$ cat src/rtl/vcfg_pkg.sv
// Shared vector-configuration types: SEW/LMUL encodings, vtype layout and
// the strip-miner FSM states.
package vcfg_pkg;

  typedef enum logic [2:0] {
    SEW_8  = 3'd0,
    SEW_16 = 3'd1,
    SEW_32 = 3'd2,
    SEW_64 = 3'd3
  } sew_e;

  typedef enum logic [2:0] {
    LMUL_1 = 3'd0,
    LMUL_2 = 3'd1,
    LMUL_4 = 3'd2,
    LMUL_8 = 3'd3
  } lmul_e;

  // vtype bit 6 = vill, [5:3] = sew, [2:0] = lmul
  typedef struct packed {
    logic  vill;
    sew_e  sew;
    lmul_e lmul;
  } vtype_t;

  localparam int VTYPE_W = 7;
  localparam vtype_t VTYPE_ILLEGAL = '{vill: 1'b1, sew: SEW_8, lmul: LMUL_1};

  typedef enum logic {
    ST_IDLE  = 1'b0,
    ST_STRIP = 1'b1
  } state_e;

endpackage

$ cat src/rtl/vlmax_calc.sv
// Combinational VLMAX and legality check for a SEW/LMUL encoding pair.
module vlmax_calc #(
  parameter int VLEN  = 128,
  parameter int ELEN  = 64,
  parameter int AVL_W = 16
) (
  input  logic [2:0]       sew,
  input  logic [2:0]       lmul,
  output logic [AVL_W-1:0] vlmax,
  output logic             illegal
);

  localparam logic [AVL_W-1:0] VLEN_W = AVL_W'(VLEN);

  always_comb begin
    illegal = (sew > 3'd3) || (lmul > 3'd3) || ((32'd8 << sew) > 32'(ELEN));
    // Illegal encodings report zero so a stray shift never leaks through.
    vlmax   = illegal ? '0 : ((VLEN_W >> ({1'b0, sew} + 4'd3)) << lmul);
  end

endmodule

$ cat src/rtl/vsetvl_stripminer.sv
// Accepts a vtype/AVL configuration and hands out successive strips of
// at most VLMAX elements until the AVL is exhausted or aborted.
module vsetvl_stripminer
  import vcfg_pkg::*;
#(
  parameter int VLEN  = 128,
  parameter int ELEN  = 64,
  parameter int AVL_W = 16
) (
  input  logic               clk,
  input  logic               rst,
  input  logic               cfg_valid,
  output logic               cfg_ready,
  input  logic [2:0]         cfg_sew,
  input  logic [2:0]         cfg_lmul,
  input  logic [AVL_W-1:0]   cfg_avl,
  input  logic               strip_next,
  input  logic               abort,
  output logic [AVL_W-1:0]   vl,
  output logic [VTYPE_W-1:0] vtype,
  output logic [AVL_W-1:0]   avl_rem,
  output logic               strip_valid,
  output logic               done,
  output logic               cfg_err
);

  state_e           state_q;
  vtype_t           vtype_q;
  logic [2:0]       calc_sew;
  logic [2:0]       calc_lmul;
  logic [AVL_W-1:0] vlmax;
  logic             illegal;
  logic [AVL_W-1:0] src_avl;
  logic [AVL_W-1:0] take;

  // One calculator serves both the incoming config and the latched vtype.
  always_comb begin
    calc_sew  = cfg_sew;
    calc_lmul = cfg_lmul;
    src_avl   = cfg_avl;
    if (state_q == ST_STRIP) begin
      calc_sew  = vtype_q.sew;
      calc_lmul = vtype_q.lmul;
      src_avl   = avl_rem;
    end
    take = (src_avl < vlmax) ? src_avl : vlmax;
  end

  vlmax_calc #(
    .VLEN  (VLEN),
    .ELEN  (ELEN),
    .AVL_W (AVL_W)
  ) u_vlmax_calc (
    .sew     (calc_sew),
    .lmul    (calc_lmul),
    .vlmax   (vlmax),
    .illegal (illegal)
  );

  // NOTE: state and outputs use non-blocking assignments so every register
  // samples pre-edge values; the async reset sits in the sensitivity list.
  always_ff @(posedge clk or posedge rst) begin
    if (rst) begin
      state_q     <= ST_IDLE;
      vtype_q     <= VTYPE_ILLEGAL;
      vl          <= '0;
      avl_rem     <= '0;
      cfg_ready   <= 1'b1;
      strip_valid <= 1'b0;
      done        <= 1'b0;
      cfg_err     <= 1'b0;
    end else begin
      done    <= 1'b0;
      cfg_err <= 1'b0;
      unique case (state_q)
        ST_IDLE: begin
          if (cfg_valid) begin
            vl      <= '0;
            avl_rem <= '0;
            if (illegal) begin
              vtype_q <= VTYPE_ILLEGAL;
              cfg_err <= 1'b1;
            end else begin
              vtype_q <= '{vill: 1'b0, sew: sew_e'(cfg_sew), lmul: lmul_e'(cfg_lmul)};
              if (cfg_avl == '0) begin
                done <= 1'b1;
              end else begin
                vl          <= take;
                avl_rem     <= cfg_avl - take;
                state_q     <= ST_STRIP;
                cfg_ready   <= 1'b0;
                strip_valid <= 1'b1;
              end
            end
          end
        end
        ST_STRIP: begin
          if (abort) begin
            state_q     <= ST_IDLE;
            vl          <= '0;
            avl_rem     <= '0;
            cfg_ready   <= 1'b1;
            strip_valid <= 1'b0;
          end else if (strip_next) begin
            if (avl_rem != '0) begin
              vl      <= take;
              avl_rem <= avl_rem - take;
            end else begin
              state_q     <= ST_IDLE;
              vl          <= '0;
              cfg_ready   <= 1'b1;
              strip_valid <= 1'b0;
              done        <= 1'b1;
            end
          end
        end
        default: state_q <= ST_IDLE;
      endcase
    end
  end

  assign vtype = vtype_q;

endmodule

$ cat config.mk
export PLATFORM = sky130hd
export DESIGN_NAME = vsetvl_stripminer
export DESIGN_NICKNAME = d
export VERILOG_FILES = /design/src/rtl/vcfg_pkg.sv /design/src/rtl/vlmax_calc.sv /design/src/rtl/vsetvl_stripminer.sv
export SDC_FILE = /design/constraint.sdc
export NUM_CORES = 1
export LEC_CHECK = 0
export CORE_MARGIN = 4
export CORE_UTILIZATION = 35
export DETAILED_ROUTE_END_ITERATION = 10
export PLACE_DENSITY = 0.56
export SYNTH_ARGS = -nofsm -noshare
export SYNTH_HDL_FRONTEND = slang
export SYNTH_HIERARCHICAL = 1
export SYNTH_SLANG_ARGS = --single-unit
$ cat constraint.sdc
create_clock -name clk -period 17.6 [get_ports clk]
set_clock_uncertainty 0.1 [all_clocks]
set_input_delay 2.64 -clock clk [delete_from_list [all_inputs] [get_ports clk]]
set_output_delay 2.64 -clock clk [all_outputs]
set_load 0.01 [all_outputs]
==> results.sh <==
export IMPL_relSlewSlack_pct=24.3
export IMPL_cts_buffers=5
export IMPL_ys_types=84
export IMPL_whs_path_depth=2
export IMPL_r2r_cells=24
export IMPL_die_area_sq_mm=0.0155
export IMPL_min_from="vl[0]$_DFFE_PP0P_"
export IMPL_hold_path_class="register to register"
export IMPL_clock_tree_buffer_depth=2
export IMPL_max_vdd_ir_drop_uv=47.1
export IMPL_setup_tns_ps=0
export IMPL_port_buffers=69
export IMPL_multiInputGateArea_sq_mm=0.00331
export IMPL_holdBufCountCts=0
export IMPL_clkLatencyLatePin_ps=290
export IMPL_gp_congestion=0.935
export IMPL_grt_use_total_pct=18.4
export IMPL_p_per_area_mw_per_mm2=183
export IMPL_async_reset_ff_share_pct=100
export IMPL_h_tree_depth=2
export IMPL_grt_overflow=0
export IMPL_grt_max_degree=45
export IMPL_diodes=0
export IMPL_worstMarginPinSlew_ps=1130
export IMPL_wirelength_um=14800
export IMPL_hold_path_end="vl[0]$_DFFE_PP0P_"
export IMPL_synth_most_common_cell="nand2_1"
export IMPL_drive_gt1_share_pct=9.92
export IMPL_nFillCells=1349
export IMPL_num_rows=42
export IMPL_io_pins=70
export IMPL_drtIter0Drc=406
export IMPL_rsz0062_at_grt="false"
export IMPL_synth_seq_cells=44
export IMPL_drt_pre_antenna_iters=5
export IMPL_netlist_top_cells_area="dfrtp_1 (22%), ha_1 (6.9%), nand2_1 (5.5%), o21ai_0 (4.7%), a21oi_1 (4.5%)"
export IMPL_period_needed_ps=9410
export IMPL_hold_violations=0
export IMPL_coreArea_sq_mm=0.0132
export IMPL_setup_viol_count_final=0
export IMPL_cts_tree="done"
export IMPL_start_util_pct=35.8
export IMPL_first_global_vias=4428
export IMPL_synthCells=595
export IMPL_antenna_found_initial=0
export IMPL_grt_pass1_wl_um=23600
export IMPL_outcome="completed"
export IMPL_dp_hpwl_um=11600
export IMPL_ctsResizeCount=0
export IMPL_worst_setup_path_end_kind="register"
export IMPL_synth_top_flop_cell="dfrtp_1"
export IMPL_vias=4619
export IMPL_drc=0
export IMPL_die_w_um=124
export IMPL_regToRegSetupSlack_ps=10140
export IMPL_synth_top_area_share_pct=22.1
export IMPL_crit_arrival_ps=9540
export IMPL_reg2reg_to="avl_rem[15]$_DFFE_PP0P_"
export IMPL_cts_sinks=44
export IMPL_synth_edf_count=0
export IMPL_max_cap_violations=0
export IMPL_num_nets_final=699
export IMPL_crit_required_ps=17730
export IMPL_startpoint_type="input port"
export IMPL_antenna_left=0
export IMPL_synth_top_area_cell="dfrtp_1"
export IMPL_slew_violations=0
export IMPL_netlist_area_sq_mm=0.00475
export IMPL_regArea_sq_mm=0.00110
export IMPL_clk_pin_slew_ps=60
export IMPL_routedWlPerCell_um=18.0
export IMPL_fmax_mhz=106
export IMPL_total_power_mw=1.04
export IMPL_area_growth_syn_to_layout_pct=19.7
export IMPL_via_per_inst=5.63
export IMPL_avgSynthCellArea_sq_um=7.98
export IMPL_post_cts_buffers=0
export IMPL_die_height_um=124
export IMPL_p_leak_nw=2.26
export IMPL_yosysWarnings=6
export IMPL_yosysSeqAreaShare_pct=23.3
export IMPL_holdWs_ps=375
export IMPL_post_route_period_util_pct=53.5
export IMPL_netlist_top_cells_count="nand2_1 (69), nor2_1 (46), o21ai_0 (45)"
export IMPL_critPathMaxFanout=19
export IMPL_crit_type="input port to register"
export IMPL_cts_root_buf="clkbuf_16"
export IMPL_reg2reg_from="state_q$_DFF_PP0_"
==> cell type report <==
| type | instances | share of cell area, % |
|---|---|---|
| clock buffers | 5 | 2.20 |
| inverters | 37 | 2.45 |
| clock inverters | 3 | 0.749 |
| repair buffers | 75 | 13.0 |
| flip-flops and latches | 44 | 19.4 |
| well taps | 176 | 3.88 |
| multi-input cells | 481 | 58.3 |
==> how the worst max path moves through the flow <==
| stage | from | cells after the start | slack, ps | endpoint |
|---|---|---|---|---|
| 2_1_floorplan | cfg_sew[0] | 26 | 9080 | avl_rem[15]$_DFFE_PP0P_ |
| 6_report | cfg_sew[1] | 24 | 8190 | avl_rem[15]$_DFFE_PP0P_ |
| 5_1_grt | cfg_sew[0] | 24 | 7770 | avl_rem[15]$_DFFE_PP0P_ |
| 3_3_place_gp | cfg_sew[1] | 24 | 8050 | avl_rem[15]$_DFFE_PP0P_ |
| 3_5_place_dp | cfg_sew[0] | 24 | 7890 | avl_rem[15]$_DFFE_PP0P_ |
| 4_1_cts | cfg_sew[1] | 24 | 8200 | avl_rem[15]$_DFFE_PP0P_ |
==> cell usage in the layout, fill, tap and decap left out, types with 9 or more instances in the layout <==
cell             instances
nand2_1                 69
clkdlybuf4s50_1         69
nor2_1                  46
o21ai_0                 45
a21oi_1                 43
dfrtp_1                 42
inv_1                   36
ha_1                    26
xnor2_1                 24
mux2_2                  18
nor4_1                  11
conb_1                   9
==> cell families after synthesis <==
group	after synthesis	share of synthesized area (%)
buffers and inverters	78	7.57
XOR/XNOR	32	5.91
AND/OR/NAND/NOR	189	19.9
other	1	0.0790
AO/OA/AOI/OAI	185	26.9
flip-flops	44	23.3
multiplexers	26	6.06
adder cells (fa/ha/maj)	40	10.3
==> sequential cells by signal, indices dropped and copies added (netlist names) <==
signal and count:
avl_rem 16, cfg_err 1, cfg_ready 1, done 1, state_q 1, strip_valid 1
vl 16, vtype 7
==> metrics by stage <==
step	util, %	setup slack (ps)	instances	cell area [sq um]
floorplan	-	9080	603	4780
global placement	41.6	8050	813	5510
detailed placement	41.6	7890	813	5510
CTS	42.9	8200	821	5680
global route	42.9	7770	821	5680
finish	42.9	8190	821	5680
==> power breakdown <==
group | switching (mW) | internal (mW)
combinational | 0.424 | 0.321
clock | 0.0422 | 0.0668
sequential | 0.0452 | 0.140
total | 0.511 | 0.528
==> per-layer routing <==
layer	share of wire [%]	track usage, %	vias to the layer above
met3	5.2	1.76	13
met2	46	30.0	137
met5	0	0	-
li1	-	-	2246
met4	1.4	4.32	0
met1	47	26.2	2223
==> critical path, cell delays in order <==
cell and delay [ps]:
clkdlybuf4s50_1 420, mux2_2 330, or4b_1 540, a31oi_1 250, inv_1 100, ha_1 310, a21oi_1 160, o21ai_0 180
o31a_1 530, nor2_4 530, nor2_1 100, a21oi_1 570, ha_1 360, a21o_1 190, o31ai_1 250, a221oi_1 210
o31ai_2 330, a31oi_2 170, a2111oi_4 390, nor3_2 100, a21bo_1 230, mux2_4 270, o311ai_2 210, a311o_1 150
(Power assumes the default switching activity.)
